### src/rtl/game_timer_pkg.sv
// game_timer_pkg: shared state, digit types and constants for the round timer.
//   state_t  : IDLE / RUN / PAUSE / EXPIRED
//   bcd_t    : one BCD digit
//   bin2bcd  : converts a 0..99 integer into packed {tens, ones} BCD
package game_timer_pkg;
    localparam int CS_PER_SEC = 100;
    localparam int CS_W       = 20;

    typedef enum logic [1:0] {
        ST_IDLE,
        ST_RUN,
        ST_PAUSE,
        ST_EXPIRED
    } state_t;

    typedef logic [3:0] bcd_t;

    function automatic logic [7:0] bin2bcd(input int unsigned v);
        return {4'(v / 10), 4'(v % 10)};
    endfunction
endpackage

### src/rtl/bcd2_down.sv
// bcd2_down: two-digit BCD down-counter with clear, load and zero flag.
//   i_clk, i_reset      : clock, asynchronous active-high reset
//   i_clear             : force 00 (highest priority)
//   i_load, i_load_val  : load packed {tens, ones}
//   i_dec               : decrement by one; holds at 00
//   o_tens, o_ones      : current digits
//   o_zero              : both digits are 0
module bcd2_down
    import game_timer_pkg::*;
(
    input  logic       i_clk,
    input  logic       i_reset,
    input  logic       i_clear,
    input  logic       i_load,
    input  logic [7:0] i_load_val,
    input  logic       i_dec,
    output logic [3:0] o_tens,
    output logic [3:0] o_ones,
    output logic       o_zero
);
    bcd_t r_tens;
    bcd_t r_ones;

    always_ff @(posedge i_clk or posedge i_reset) begin
        if (i_reset) begin
            r_tens <= '0;
            r_ones <= '0;
        end else if (i_clear) begin
            r_tens <= '0;
            r_ones <= '0;
        end else if (i_load) begin
            {r_tens, r_ones} <= i_load_val;
        end else if (i_dec && !o_zero) begin
            // ones borrow from tens when wrapping 0 -> 9
            r_ones <= (r_ones == 4'd0) ? 4'd9 : r_ones - 4'd1;
            if (r_ones == 4'd0)
                r_tens <= r_tens - 4'd1;
        end
    end

    assign o_tens = r_tens;
    assign o_ones = r_ones;
    assign o_zero = (r_tens == 4'd0) && (r_ones == 4'd0);
endmodule

### src/rtl/round_timer.sv
// round_timer: game-round countdown driven by an upstream centisecond count.
//   i_clk, i_reset      : 50 MHz clock, asynchronous active-high reset
//   i_cs_count          : centisecond count from system_clock; every change is one tick
//   i_start             : strobe, load ROUND_SECONDS and run
//   i_pause_toggle      : strobe, RUN <-> PAUSE
//   i_abort             : strobe, back to IDLE with cleared digits
//   o_secs_tens/ones    : BCD seconds remaining
//   o_centis            : centiseconds remaining in the current second (binary)
//   o_running/o_expired : state flags
//   o_expire_pulse      : one cycle on RUN -> EXPIRED
//   o_spawn_pulse       : one cycle every SPAWN_PERIOD_CS ticks while running
module round_timer
    import game_timer_pkg::*;
#(
    parameter int unsigned ROUND_SECONDS   = 60,
    parameter int unsigned SPAWN_PERIOD_CS = 75
) (
    input  logic            i_clk,
    input  logic            i_reset,
    input  logic [CS_W-1:0] i_cs_count,
    input  logic            i_start,
    input  logic            i_pause_toggle,
    input  logic            i_abort,
    output logic [3:0]      o_secs_tens,
    output logic [3:0]      o_secs_ones,
    output logic [6:0]      o_centis,
    output logic            o_running,
    output logic            o_expired,
    output logic            o_expire_pulse,
    output logic            o_spawn_pulse
);
    localparam logic [7:0] ROUND_BCD  = bin2bcd(ROUND_SECONDS);
    localparam logic [9:0] SPAWN_LAST = 10'(SPAWN_PERIOD_CS - 1);
    localparam logic [6:0] CS_LAST    = 7'(CS_PER_SEC - 1);

    state_t          r_state;
    logic [CS_W-1:0] r_prev_cs;
    logic            r_primed;
    logic [6:0]      r_centis;
    logic [9:0]      r_spawn_cnt;
    logic            r_expire_pulse;
    logic            r_spawn_pulse;

    logic w_tick;
    logic w_run_tick;
    logic w_sec_dec;
    logic w_expire;
    logic w_spawn_hit;
    logic w_zero;

    // primed keeps the first post-reset cycle from seeing a change against the
    // cleared prev_cs register
    assign w_tick      = r_primed && (i_cs_count != r_prev_cs);
    // a tick only counts when no higher-priority command arrives in the same cycle
    assign w_run_tick  = w_tick && (r_state == ST_RUN) && !i_abort && !i_start && !i_pause_toggle;
    assign w_sec_dec   = w_run_tick && (r_centis == 7'd0);
    // 00.01 -> 00.00 is the expiring tick
    assign w_expire    = w_run_tick && (r_centis == 7'd1) && w_zero;
    assign w_spawn_hit = w_run_tick && !w_expire && (r_spawn_cnt == SPAWN_LAST);

    bcd2_down u_secs (
        .i_clk      (i_clk),
        .i_reset    (i_reset),
        .i_clear    (i_abort),
        .i_load     (i_start),
        .i_load_val (ROUND_BCD),
        .i_dec      (w_sec_dec),
        .o_tens     (o_secs_tens),
        .o_ones     (o_secs_ones),
        .o_zero     (w_zero)
    );

    always_ff @(posedge i_clk or posedge i_reset) begin
        if (i_reset) begin
            r_prev_cs <= '0;
            r_primed  <= 1'b0;
        end else begin
            r_prev_cs <= i_cs_count;
            r_primed  <= 1'b1;
        end
    end

    always_ff @(posedge i_clk or posedge i_reset) begin
        if (i_reset) begin
            r_state        <= ST_IDLE;
            r_centis       <= '0;
            r_spawn_cnt    <= '0;
            r_expire_pulse <= 1'b0;
            r_spawn_pulse  <= 1'b0;
        end else begin
            r_expire_pulse <= w_expire;
            r_spawn_pulse  <= w_spawn_hit;
            if (i_abort) begin
                r_state     <= ST_IDLE;
                r_centis    <= '0;
                r_spawn_cnt <= '0;
            end else if (i_start) begin
                r_state     <= ST_RUN;
                r_centis    <= '0;
                r_spawn_cnt <= '0;
            end else if (i_pause_toggle) begin
                if (r_state == ST_RUN)
                    r_state <= ST_PAUSE;
                else if (r_state == ST_PAUSE)
                    r_state <= ST_RUN;
            end else if (w_run_tick) begin
                r_centis <= (r_centis == 7'd0) ? CS_LAST : r_centis - 7'd1;
                if (w_expire)
                    r_state <= ST_EXPIRED;
                else
                    r_spawn_cnt <= w_spawn_hit ? 10'd0 : r_spawn_cnt + 10'd1;
            end
        end
    end

    assign o_centis       = r_centis;
    assign o_running      = (r_state == ST_RUN);
    assign o_expired      = (r_state == ST_EXPIRED);
    assign o_expire_pulse = r_expire_pulse;
    assign o_spawn_pulse  = r_spawn_pulse;
endmodule

### config.mk
export PLATFORM = sky130hd
export DESIGN_NAME = round_timer
export DESIGN_NICKNAME = d
export VERILOG_FILES = /design/src/rtl/game_timer_pkg.sv /design/src/rtl/bcd2_down.sv /design/src/rtl/round_timer.sv
export SDC_FILE = /design/constraint.sdc
export NUM_CORES = 1
export LEC_CHECK = 0
export ABC_AREA = 1
export BUFFER_PORTS_ARGS = -buffer_cell sky130_fd_sc_hd__buf_2
export CORE_MARGIN = 3
export CORE_UTILIZATION = 57
export DETAILED_ROUTE_END_ITERATION = 8
export GPL_ROUTABILITY_DRIVEN = 0
export PLACE_DENSITY = 0.78
export RECOVER_POWER = 100
export SETUP_SLACK_MARGIN = 0.2
export SLEW_MARGIN = 10
export SYNTH_ARGS = -nofsm -noshare
export SYNTH_HDL_FRONTEND = slang
export SYNTH_SLANG_ARGS = --single-unit
### constraint.sdc
create_clock -name i_clk -period 2.1 [get_ports i_clk]
set_input_delay 0.21 -clock i_clk [delete_from_list [all_inputs] [get_ports i_clk]]
set_output_delay 0.21 -clock i_clk [all_outputs]
set_load 0.02 [all_outputs]
# Word-level counts from Yosys, hierarchy flattened
# Cells that the tools add are included.
[op_classes]
addsub = 4
n_eq_ne = 9
muxes = 26
reduce_logical = 29
[ops]
columns = ["cell", "n"]
rows = [
  ["$mux W10", 6],
  ["$mux W7", 5],
  ["$mux W4", 8],
  ["$ne A20 B20 Y1", 1],
  ["$mux W2", 7],
  ["$logic_and A1 B1 Y1", 12],
  ["$add A10 B1 Y10 const B", 1],
  ["$eq A10 B7 Y1 const B", 1],
  ["$reduce_bool A3 Y1", 3],
  ["$logic_not A4 Y1", 2],
  ["$reduce_bool A4 Y1", 2],
  ["$sub A4 B1 Y4 const B", 2],
  ["$eq A7 B1 Y1 const B", 1],
  ["$logic_not A7 Y1", 1],
  ["$sub A7 B1 Y7 const B", 1],
  ["$reduce_and A3 Y1", 2],
  ["$logic_not A1 Y1", 5],
  ["$ne A5 B2 Y1 const B", 1],
  ["$eq A2 B2 Y1 const B", 2],
  ["$reduce_and A2 Y1", 2],
  ["$ne A3 B2 Y1 const B", 1],
  ["$ne A3 B3 Y1 const B", 1],
  ["$eq A2 B1 Y1 const B", 1],
]
[totals]
ff_bits = 50
inputBits = 25
wordCells = 77

# Longest topological paths before layout
# Gate-level depths: netlist of run 1.
[logic_depth]
depth_word = 17
mapped_depth = 12
mapped_depth_nobuf = 12

# Modules after synthesis
# From an unflattened synthesis of run 1, not the netlist that was laid out.
[hier_totals]
cells_unflattened = 366
area_unflattened_um2 = 2760.1
[modules_own_cells]
columns = ["mod", "instances", "cells_per_inst", "area_per_inst_um2"]
rows = [
  ["round_timer", 1, 276, 2158.3],
  ["bcd2_down", 1, 90, 601.8],
]

# Least setup slack after synthesis of run 1
# No wires, ideal clock.
[synth_path]
path_type = "flip-flop to flip-flop"
start = "reg r_centis[0] (netlist: o_centis[0])"
end = "reg u_secs.r_ones[0] (netlist: u_secs.o_ones[0])"
arrival_ns = 1.609
t_required_ns = 1.980
setup_slack_ns = 0.371
stages_incl_launch_ff = 13
synth_period_minus_slack_ns = 1.729
path_cell_list = "dfrtp_1 > inv_1 > ha_1 > nand2_2 > nor2_2 > nand2_2 > clkinv_1 > and2_1 > nand3_2 > nand2_2 > buf_6 > nand2_1 > o21ai_2"
[synth_via]
elab_chain_cells = 4
[synth_rtl]
columns = ["item", "line", "text"]
rows = [
  ["start: declaration", "round_timer.sv:39", "logic [6:0] r_centis;"],
  ["start signal: assignment", "round_timer.sv:107", "r_centis <= (r_centis == 7'd0) ? CS_LAST : r_centis - 7'd1;"],
  ["$logic_not A7 Y1", "round_timer.sv:56", "assign w_sec_dec = w_run_tick && (r_centis == 7'd0);"],
  ["$logic_and A1 B1 Y1", "round_timer.sv:56", ""],
  ["$logic_and A1 B1 Y1", "bcd2_down.sv:33", "end else if (i_dec && !o_zero) begin"],
  ["$reduce_bool A3 Y1 (no source line)", "--", ""],
  ["end signal: assignment", "bcd2_down.sv:32", "{r_tens, r_ones} <= i_load_val;"],
  ["end signal: assignment", "bcd2_down.sv:35", "r_ones <= (r_ones == 4'd0) ? 4'd9 : r_ones - 4'd1;"],
  ["end: declaration", "bcd2_down.sv:22", "bcd_t r_ones;"],
]
# No other way between the ends.
# A chain may end at the register's enable or synchronous reset.

# Final worst setup path of run 1
[layout_path]
start = "reg u_secs.r_ones[0] (netlist: u_secs.o_ones[0])"
end = "reg u_secs.r_ones[1] (netlist: u_secs.o_ones[1])"
[layout_via]
elab_chain_cells = 5
word_cells_on_any_way = 10
[layout_rtl]
columns = ["item", "line"]
rows = [
  ["$sub A4 B1 Y4 / $logic_not A4 Y1 (equally long branches)", "bcd2_down.sv:35, bcd2_down.sv:43"],
  ["$mux W4 / $logic_and A1 B1 Y1 (equally long branches)", "bcd2_down.sv:35, bcd2_down.sv:43"],
  ["$mux W4 / $logic_not A1 Y1 (equally long branches)", "bcd2_down.sv:33"],
  ["$mux W4 / $logic_and A1 B1 Y1 (equally long branches)", "bcd2_down.sv:31, bcd2_down.sv:33"],
  ["$mux W4 / $reduce_bool A3 Y1 (equally long branches)", "--"],
]
# Several ways; a longest one is shown, not always the timed one. The select of a mux whose other input is x is not followed.

==> metrics.md, run 1 <==
| Metric | Value |
|---|---|
| CP arrival | `2.00 ns` |
| Drt total wl | `5700 um` |
| PortBufs | `43` |
| Max incr delay on CP | `0.40 ns` |
| Power per cell area | `620 nW/um2` |
| Clock skew | `0.00453 ns` |
| CP delay by family, top | `simple AND/OR/NAND/NOR gates` |
| Reg clk slew, reported paths | `0.08 ns` |
| Setup crit start kind | `flop` |
| Worst VDD drop | `0.466 mV` |
| Compound-Gate Fraction of Synth Area | `0.0471` |
| DRC | `0` |
| Leakage | `0.00164 uW` |
| Status | `finished, final reports clean` |
| TritonCTS buffer count | `5` |
| Mux share of post-synthesis cell area | `0` |
| Drt first pass iters | `5` |
| Slew of the pin with the lowest slew margin | `0.562 ns` |
| Total GRT Usage | `0.209` |
| Skew-Pair Late Insertion Delay | `0.30 ns` |
| Final setup violating endpoints | `0` |
| CTS root buf | `clkbuf_8` |
| Sequential share of the synthesized area | `0.445` |
| Grt ovf | `0` |
| # IOs | `44` |
| Cells along the critical path | `inv_1, ha_1, nand3_2, nand3b_1, and2_0, nand3_2, nand2_4, buf_12, nand2_1, o21ai_0` |
| Fin Hold WS | `0.0443 ns` |
| Hold Path Class | `input pin to flop` |
| Worst hold start | `i_cs_count[10]` |
| Yosys reg bits | `50` |
| Met2 Wirelength | `2770 um` |
| H-tree depth | `2` |
| EDFF count, synth | `0` |
| Post-route cell area | `3130 um2` |
| Die W | `76.3 um` |
| Minimum clock period | `1.83 ns` |
| FMAX | `0.548 GHz` |
| Antenna fix cells | `0` |
| Initial DRC count | `257` |
| Core Area | `4560 um2` |
| Syn Area/Cell | `7.69 um2` |
| Post-Syn Nets | `399` |
| M1 wire length | `2580 um` |
| Number of vias per cell | `5.00` |
| Die Y | `76.3 um` |
| CP dominant cell by count | `nand3_2` |
| Part of the cycle the worst path needs | `0.870` |
| Initial antenna violation count | `0` |
| Via count | `2400` |
| Number of clock sinks | `50` |
| Final net count | `448` |
| Top Metal Used | `met4` |
| Rows | `24` |
| Synth Area in Simple Gates | `0.328` |
| Clk buf depth | `2` |
| Largest family of logic cells by synthesized area | `simple AND/OR/NAND/NOR gates` |
| Placed inst area | `3090 um2` |
| Post-Syn Area | `2810 um2` |
| Worst path required time | `2.27 ns` |
| Pin count of the biggest net entering global routing | `23` |
| Filler instances | `410` |
| Full die area | `5820 um2` |
| Synth Area in Adders | `0.0356` |
| Most frequent cells in the layout | `nand2_1, inv_1, dfrtp_1` |
| Setup CP Type | `flop to flop` |
| Post-DRT Antenna Nets | `0` |
| Total chip power | `1940 uW` |
| Slew Limit Fails | `0` |
| Share of layout cells above drive strength 1 | `0.0843` |
| Slowest cell on the critical path | `dfrtp_1` |
| Wire per inst | `11.9 um` |
| Leading cell type in the layout, fill and taps excluded | `nand2_1` |
| RSZ-0062 raised after global routing | `false` |
| First-pass GRT wire length | `10000 um` |
| Initial Util | `0.617` |
| CTS tree | `built` |
| Maxcap violations | `0` |
| Fin Setup TNS | `0 ns` |
| Layout overhead on the synthesized area | `11.1%` |
| Reg-to-reg startpoint | `u_secs.o_ones[0]$_DFFE_PP0P_` |
| Synth cell types | `31` |
| Final hold violations | `0` |
| WP buf/inv | `2` |
| HPWL Detailed | `4240 um` |
| Synth warn | `0` |
| XOR/XNOR share of the synthesized area | `0.0405` |
| Syn Inst Count | `366` |
| Relative slew slack | `0.625` |
| Ys async rst share | `1.00` |
| Main synth FF type | `dfrtp_1` |
| Vias in the first global route | `2210` |
| Crit. End Element | `flop` |
| Crit-path max FO | `9` |
| Met3 WL | `284 um` |
| Worst Setup SP | `u_secs.o_ones[0]$_DFFE_PP0P_` |
registers in the layout, indices dropped and copies added, names as in the netlist:
| register | cells |
|---|---|
| r_primed | 1 |
| o_centis | 7 |
| r_state | 2 |
| u_secs.o_tens | 4 |
| r_spawn_cnt | 10 |
| r_prev_cs | 20 |
| u_secs.o_ones | 4 |
| o_expire_pulse | 1 |
| o_spawn_pulse | 1 |
cells in the mapped netlist, drive strengths merged (5+ instances only):
master / count / area, um2
a21oi: 6 / 30.0
xnor2: 5 / 43.8
xor2: 8 / 70.1
nand4: 14 / 87.6
buf: 6 / 42.5
ha: 8 / 100
dfrtp: 50 / 1250
nand3: 32 / 183
nor3: 5 / 30.0
nand2: 102 / 410
inv: 65 / 244
nor2: 43 / 191
o21ai: 15 / 90.1
final timing paths:
check | to | slack, ns | cells past startpoint
min in group asynchronous | r_prev_cs[1]$_DFF_PP0_ | 0.45 | 3
max in group asynchronous | r_prev_cs[13]$_DFF_PP0_ | 0.76 | 4
worst max register to register | u_secs.o_ones[1]$_DFFE_PP0P_ | 0.27 | 10
worst min register to register | u_secs.o_tens[1]$_DFFE_PP0P_ | 0.52 | 2
worst max-delay path | u_secs.o_ones[1]$_DFFE_PP0P_ | 0.27 | 10
worst min-delay path | r_prev_cs[10]$_DFF_PP0_ | 0.04 | 1
routing by layer:
| metal | track usage | vias up |
|---|---|---|
| met2 | 0.345 | 67 |
| met4 | 0.0453 | 0 |
| met3 | 0.0473 | 7 |
| li1 | - | 1229 |
| met1 | 0.281 | 1097 |
| met5 | 0 | - |
power by group:
| part | switching, uW | internal (uW) | leakage [uW] |
|---|---|---|---|
| combinational | 234 | 124 | 0.000960 |
| clock | 298 | 230 | 0.0000383 |
| sequential | 41.4 | 1010 | 0.000640 |
| total | 573 | 1360 | 0.00164 |
timing repair:
action | in CTS | in global routing
gates resized for setup | 1 | 1
buffers inserted | 0 | 1
setup endpoints to repair | 1 | 8
hold endpoints to repair | 10 | 0
hold buffers | 1 | 0
layout make-up:
| cell class | instances | area, um2 | share of cell area |
|---|---|---|---|
| Multi-Input combinational cell | 244 | 1250 | 0.401 |
| Sequential cell | 50 | 1250 | 0.400 |
| Clock buffer | 7 | 76.3 | 0.0244 |
| Timing Repair Buffer | 48 | 216 | 0.0692 |
| Tap cell | 65 | 81.3 | 0.0260 |
| Inverter | 66 | 248 | 0.0792 |
worst register-to-register path, stage by stage (launching register included):
cell and delay, ns:
dfrtp_1 0.40, inv_1 0.13, ha_1 0.19, nand3_2 0.13
nand3b_1 0.22, and2_0 0.17, nand3_2 0.09, nand2_4 0.08
buf_12 0.15, nand2_1 0.05, o21ai_0 0.10
kinds of logic (layout without fill, tap and decap cells):
kind of cell	Yosys count	count (layout)
AND/OR/NAND/NOR	199	199
buffers and inverters	72	121
flip-flops	50	50
AO/OA/AOI/OAI	23	23
XOR/XNOR	13	13
adder cells (fa/ha/maj)	8	8
other	1	1
per-stage QoR:
| stage | worst slack [ns] | util | std cells |
|---|---|---|---|
| 2_1_floorplan | 0.371 | - | 366 |
| 3_3_place_gp | 0.287 | 0.677 | 471 |
| 3_5_place_dp | 0.219 | 0.677 | 471 |
| 4_1_cts | 0.294 | 0.697 | 479 |
| 5_1_grt | 0.150 | 0.685 | 480 |
| 6_report | 0.274 | 0.685 | 480 |
Note: power is estimated with default switching activity, not from simulation.
==> inputs of run 2 (changes only) <==
--- a/config.mk
+++ b/config.mk
@@ -8,10 +8,10 @@
 export ABC_AREA = 1
 export BUFFER_PORTS_ARGS = -buffer_cell sky130_fd_sc_hd__buf_2
 export CORE_MARGIN = 3
-export CORE_UTILIZATION = 57
+export CORE_UTILIZATION = 55
 export DETAILED_ROUTE_END_ITERATION = 8
 export GPL_ROUTABILITY_DRIVEN = 0
-export PLACE_DENSITY = 0.78
+export PLACE_DENSITY = 0.76
 export RECOVER_POWER = 100
 export SETUP_SLACK_MARGIN = 0.2
 export SLEW_MARGIN = 10
==> metrics.md, run 2 (synthesis results as in run 1) <==
| Metric | Value |
|---|---|
| H-tree depth | `2 (unchanged)` |
| DRC | `0 (unchanged)` |
| Vias in the first global route | `2391 (was 2210)` |
| Most frequent cells in the layout | `nand2_1, inv_1, dfrtp_1 (unchanged)` |
| Final net count | `448 (unchanged)` |
| Setup crit start kind | `flop (unchanged)` |
| Fin Hold WS | `0.0308 ns (was 0.0443 ns)` |
| Slowest cell on the critical path | `dfrtp_1 (unchanged)` |
| Slew Limit Fails | `0 (unchanged)` |
| Reg area | `1250 um2 (unchanged)` |
| Slew of the pin with the lowest slew margin | `0.956 ns (was 0.562 ns)` |
| Core Area | `4850 um2 (was 4560 um2)` |
| Worst path required time | `2.29 ns (was 2.27 ns)` |
| R2R setup slack | `0.24 ns (was 0.27 ns)` |
| Largest register by flop count | `r_prev_cs (unchanged)` |
| Part of the cycle the worst path needs | `0.887 (was 0.870)` |
| Fin Setup TNS | `0 ns (unchanged)` |
| Number of vias per cell | `4.96 (was 5.00)` |
| Drt first pass iters | `4 (was 5)` |
| Final setup violating endpoints | `0 (unchanged)` |
| Multi-input gate area | `1250 um2 (about the same)` |
| CP arrival | `2.05 ns (was 2.00 ns)` |
| Setup CP Type | `flop to flop (unchanged)` |
| Filler-free cell count of the finished design | `483 (was 480)` |
| Status | `finished, final reports clean (unchanged)` |
| Die Y | `77.5 um (was 76.3 um)` |
| Filler instances | `454 (was 410)` |
| Initial antenna violation count | `0 (unchanged)` |
| Leakage | `0.00165 uW (was 0.00164 uW)` |
| Antenna fix cells | `0 (unchanged)` |
| Rows | `25 (was 24)` |
| Skew-Pair Late Insertion Delay | `0.31 ns (was 0.30 ns)` |
| # IOs | `44 (unchanged)` |
| CTS root buf | `clkbuf_8 (unchanged)` |
| Layout overhead on the synthesized area | `12.2% (was 11.1%)` |
| HPWL Detailed | `4150 um (was 4240 um)` |
| TritonCTS buffer count | `5 (unchanged)` |
| Total GRT Usage | `0.201 (was 0.209)` |
| First-pass GRT wire length | `9870 um (was 10000 um)` |
| Initial DRC count | `129 (was 257)` |
| Final hold violations | `0 (unchanged)` |
| Grt ovf | `0 (unchanged)` |
| Relative slew slack | `0.362 (was 0.625)` |
| Clock skew | `0.00931 ns (was 0.00453 ns)` |
| Cells along the critical path | `inv_1, ha_1, nand3_1, nand3b_1, and2_0, nand3_2, nand2_4, buf_4, nand2_1, o21ai_0 (was inv_1, ha_1, nand3_2, nand3b_1, and2_0, nand3_2, nand2_4, buf_12, nand2_1, o21ai_0)` |
| Maxcap violations | `0 (unchanged)` |
| Share of layout cells above drive strength 1 | `0.0865 (was 0.0843)` |
| Leading cell type in the layout, fill and taps excluded | `nand2_1 (unchanged)` |
| Pin count of the biggest net entering global routing | `27 (was 23)` |
| Power per cell area | `660 nW/um2 (was 620 nW/um2)` |
| Die W | `77.5 um (was 76.3 um)` |
| RSZ-0062 raised after global routing | `true (was false)` |
| Wire per inst | `11.6 um (was 11.9 um)` |
| Via count | `2394 (was 2400)` |
| Max incr delay on CP | `0.40 ns (about the same)` |
| PortBufs | `43 (unchanged)` |
| Cell count after placement | `472 (was 471)` |
| Initial Util | `0.580 (was 0.617)` |
| Worst VDD drop | `0.375 mV (was 0.466 mV)` |
| Minimum clock period | `1.86 ns (was 1.83 ns)` |
| Clk buf depth | `2 (unchanged)` |
| CTS tree | `built (unchanged)` |
| Post-DRT Antenna Nets | `0 (unchanged)` |
| FMAX | `0.537 GHz (was 0.548 GHz)` |
| Full die area | `6010 um2 (was 5820 um2)` |
| Reg clk slew, reported paths | `0.09 ns (was 0.08 ns)` |
| Drt total wl | `5590 um (was 5700 um)` |
| Hold Path Class | `input pin to flop (unchanged)` |
| Number of flip-flops under the largest register name | `20 (unchanged)` |
| Crit-path max FO | `7 (was 9)` |
| Number of clock sinks | `50 (unchanged)` |
| Crit. End Element | `flop (unchanged)` |
-- run 2: changes by cell type in the layout (fill, tap and decap cells not counted) --
cell / previous run / this run
o21ai_1: 3 / 4
nand3_1: 30 / 31
clkbuf_2: 1 / 0
inv_2: 6 / 7
inv_1: 59 / 58
nand3_2: 2 / 1
o21ai_0: 9 / 8
buf_4: 2 / 3
bufinv_16: 0 / 1
-- run 2: worst paths after layout --
kind                                              startpoint                      endpoint  cells past startpoint
worst max-delay path            u_secs.o_ones[0]$_DFFE_PP0P_  u_secs.o_ones[3]$_DFFE_PP0P_                     10
min in group asynchronous                            i_reset       r_prev_cs[16]$_DFF_PP0_                      3
max in group asynchronous                            i_reset    r_spawn_cnt[0]$_DFFE_PP0P_                      4
worst min register to register        r_state[0]$_DFFE_PP0P_        r_state[0]$_DFFE_PP0P_                      2
worst max register to register  u_secs.o_ones[0]$_DFFE_PP0P_  u_secs.o_ones[3]$_DFFE_PP0P_                     10
worst min-delay path                          i_cs_count[15]       r_prev_cs[15]$_DFF_PP0_                      1
-- run 2: cell type report --
class,instances,area share
clock buffer,7,0.0242
clock inverter,1,0.00951
inverter,66,0.0785
multi-input combinational,244,0.396
sequential,50,0.396
tap,67,0.0266
timing repair buffer,48,0.0694
-- run 2: through the flow --
stage,instance area (um2),total power (uW),util,setup slack [ns]
3_3_place_gp,3100,1430,0.639,0.288
4_1_cts,3210,2120,0.663,0.203
3_5_place_dp,3100,1440,0.639,0.224
6_report,3160,2080,0.651,0.237
5_1_grt,3160,2200,0.651,0.109
2_1_floorplan,2810,1320,-,0.371
-- run 2: worst max-delay path: cells and delay by family, from the launching register on --
family,cells,cell delay (ns)
flip-flops,1,0.40
AND/OR/NAND/NOR,6,0.79
adder cells (fa/ha/maj),1,0.17
AO/OA/AOI/OAI,1,0.08
buffers and inverters,2,0.30
-- run 2: power breakdown --
group	switching [uW]	leakage, uW	internal [uW]	total [uW]
logic	232	0.000955	124	356
clock network	317	0.0000524	357	674
registers	41.9	0.000640	1010	1050
-- run 2: timing repair --
action,CTS,global route
hold buffers,1,0
resized for setup,0,4
endpoints found under the setup margin,0,9
setup buffers,0,2
hold endpoints to repair,24,0
-- run 2: routing by layer --
metal	global-route usage	up-vias	wire, um
met4	0.0961	0	110
met1	0.235	1115	2540
met5	0	-	0
met3	0.0255	10	189
met2	0.363	44	2740
li1	-	1225	-
==> inputs of run 3 (changes only) <==
--- a/config.mk
+++ b/config.mk
@@ -8,10 +8,10 @@
 export ABC_AREA = 1
 export BUFFER_PORTS_ARGS = -buffer_cell sky130_fd_sc_hd__buf_2
 export CORE_MARGIN = 3
-export CORE_UTILIZATION = 55
+export CORE_UTILIZATION = 45
 export DETAILED_ROUTE_END_ITERATION = 8
 export GPL_ROUTABILITY_DRIVEN = 0
-export PLACE_DENSITY = 0.76
+export PLACE_DENSITY = 0.64
 export RECOVER_POWER = 100
 export SETUP_SLACK_MARGIN = 0.2
 export SLEW_MARGIN = 10
==> metrics.md, run 3 (synthesis results as in run 1) <==
| Metric | Value |
|---|---|
| Crit. End Element | `flop (unchanged)` |
| Setup crit start kind | `flop (unchanged)` |
| Relative slew slack | `0.338 (was 0.362)` |
| Fin Setup TNS | `0 ns (unchanged)` |
| FMAX | `0.543 GHz (was 0.537 GHz)` |
| Crit-path max FO | `10 (was 7)` |
| Leakage | `0.00164 uW (was 0.00165 uW)` |
| Drt total wl | `5470 um (was 5590 um)` |
| Clock skew | `0.00825 ns (was 0.00931 ns)` |
| Status | `finished, final reports clean (unchanged)` |
| Power per cell area | `623 nW/um2 (was 660 nW/um2)` |
| Grt ovf | `0 (unchanged)` |
| R2R setup slack | `0.26 ns (was 0.24 ns)` |
| Cell count after placement | `480 (was 472)` |
| Slew Limit Fails | `0 (unchanged)` |
| CP dominant cell by count | `nand2_1` |
| Rows | `28 (was 25)` |
| Number of flip-flops under the largest register name | `20 (unchanged)` |
| Drt first pass iters | `4 (unchanged)` |
| Initial antenna violation count | `0 (unchanged)` |
| Slowest cell on the critical path | `dfrtp_1 (unchanged)` |
| Top Usage Layer GRT | `met2 (unchanged)` |
| Part of the cycle the worst path needs | `0.878 (was 0.887)` |
| Core Area | `5990 um2 (was 4850 um2)` |
| Final setup violating endpoints | `0 (unchanged)` |
| Multi-input gate area | `1240 um2 (was 1250 um2)` |
| Initial DRC count | `96 (was 129)` |
| Initial Util | `0.470 (was 0.580)` |
| Final net count | `447 (was 448)` |
| Leading cell type in the layout, fill and taps excluded | `nand2_1 (unchanged)` |
| RSZ-0062 raised after global routing | `false (was true)` |
| Filler instances | `597 (was 454)` |
| Total GRT Usage | `0.161 (was 0.201)` |
| Reg clk slew, reported paths | `0.09 ns (about the same)` |
| Largest register by flop count | `r_prev_cs (unchanged)` |
| Clk buf depth | `2 (unchanged)` |
| Via count | `2315 (was 2394)` |
| Number of vias per cell | `4.73 (was 4.96)` |
| CTS tree | `built (unchanged)` |
| Setup CP Type | `flop to flop (unchanged)` |
| Filler-free cell count of the finished design | `489 (was 483)` |
| DRC | `0 (unchanged)` |
| Skew-Pair Late Insertion Delay | `0.31 ns (about the same)` |
| Max incr delay on CP | `0.37 ns (was 0.40 ns)` |
| Pin count of the biggest net entering global routing | `27 (unchanged)` |
| Die W | `85.1 um (was 77.5 um)` |
| Antenna fix cells | `0 (unchanged)` |
| Layout overhead on the synthesized area | `11.7% (was 12.2%)` |
| Reg area | `1250 um2 (unchanged)` |
| Number of clock sinks | `50 (unchanged)` |
| First-pass GRT wire length | `9690 um (was 9870 um)` |
| Cells along the critical path | `inv_1, ha_1, nand2_2, nor2_2, nand2_1, clkinv_1, and2_1, nand3_2, nand2_1, buf_12, o21ai_0 (was inv_1, ha_1, nand3_1, nand3b_1, and2_0, nand3_2, nand2_4, buf_4, nand2_1, o21ai_0)` |
| Final hold violations | `0 (unchanged)` |
| H-tree depth | `2 (unchanged)` |
| # IOs | `44 (unchanged)` |
| Most frequent cells in the layout | `nand2_1, inv_1, dfrtp_1 (unchanged)` |
| Worst VDD drop | `0.344 mV (was 0.375 mV)` |
| Final Util | `0.525 (was 0.651)` |
| M1 GR Usage | `0.214 (was 0.235)` |
| Wire per inst | `11.2 um (was 11.6 um)` |
| Minimum clock period | `1.84 ns (was 1.86 ns)` |
| CP arrival | `2.06 ns (was 2.05 ns)` |
| CTS root buf | `clkbuf_8 (unchanged)` |
| Worst path required time | `2.32 ns (was 2.29 ns)` |
| Share of layout cells above drive strength 1 | `0.0821 (was 0.0865)` |
| PortBufs | `43 (unchanged)` |
| Die Y | `85.1 um (was 77.5 um)` |
| HPWL Detailed | `4090 um (was 4150 um)` |
| TritonCTS buffer count | `5 (unchanged)` |
| Full die area | `7240 um2 (was 6010 um2)` |
| Met2 usage | `0.263 (was 0.363)` |
| Total chip power | `1960 uW (was 2080 uW)` |
| Vias in the first global route | `2254 (was 2391)` |
| GR Util met3 | `0.0369 (was 0.0255)` |
| Hold Path Class | `input pin to flop (unchanged)` |
| Maxcap violations | `0 (unchanged)` |
| Post-DRT Antenna Nets | `0 (unchanged)` |
| Slew of the pin with the lowest slew margin | `0.992 ns (was 0.956 ns)` |
## run 3: cell count changes in the layout (fill, tap and decap cells not counted), moves of 2 or more
cell and delta:
o21ai_0 +3, buf_4 -2, clkbuf_1 -2, clkinvlp_4 +2, nand2_1 +2, o21ai_1 -2
## run 3: critical path: cells and delay by family (launching register included)
family	cells	cell delay, ns
and+or+nand+nor	6	0.61
AOI/OAI and AO/OA	1	0.17
DFF	1	0.37
buffers and inverters	3	0.37
adders and majority gates	1	0.24
## run 3: layer usage
| layer | wire length, um | vias to the layer above |
|---|---|---|
| li1 | - | 1226 |
| met5 | 0 | - |
| met2 | 2540 | 42 |
| met4 | 94 | 0 |
| met3 | 249 | 9 |
| met1 | 2580 | 1038 |
## run 3: per-stage QoR
stage / area, um2 / hold slack [ns] / worst slack, ns
2_1_floorplan: 2810 / 0.241 / 0.371
3_3_place_gp: 3110 / 0.299 / 0.273
3_5_place_dp: 3110 / 0.300 / 0.218
4_1_cts: 3210 / 0.0217 / 0.282
5_1_grt: 3140 / 0.0246 / 0.104
6_report: 3140 / 0.0312 / 0.257
## run 3: final cells by class
type | count | area share
clock buffers | 5 | 0.0219
multi-input cells | 244 | 0.395
clock inverters | 2 | 0.00478
repair buffers | 47 | 0.0713
flip-flops and latches | 50 | 0.398
well taps | 75 | 0.0299
inverters | 66 | 0.0788
## run 3: repair_timing
| item | in CTS | in global routing |
|---|---|---|
| setup endpoints to repair | 4 | 14 |
| gates resized for setup | 1 | 1 |
| gates cloned | 0 | 0 |
| buffers inserted | 0 | 1 |
| hold buffers | 1 | 0 |
| pin swaps | 0 | 0 |
| endpoints found under the hold margin | 24 | 0 |
## run 3: path summary, 6_finish.rpt
path,startpoint,endpoint,cells past startpoint
max,o_centis[0]$_DFFE_PP0P_,u_secs.o_ones[1]$_DFFE_PP0P_,11
min,i_cs_count[6],r_prev_cs[6]$_DFF_PP0_,1
max reg2reg,o_centis[0]$_DFFE_PP0P_,u_secs.o_ones[1]$_DFFE_PP0P_,11
min reg2reg,u_secs.o_tens[1]$_DFFE_PP0P_,u_secs.o_tens[1]$_DFFE_PP0P_,2
max in group asynchronous,i_reset,u_secs.o_ones[1]$_DFFE_PP0P_,4
min in group asynchronous,i_reset,o_spawn_pulse$_DFF_PP0_,3
## run 3: power breakdown
part	switching [uW]	internal (uW)
sequential	40.0	1010
combinational	226	125
clock	328	228
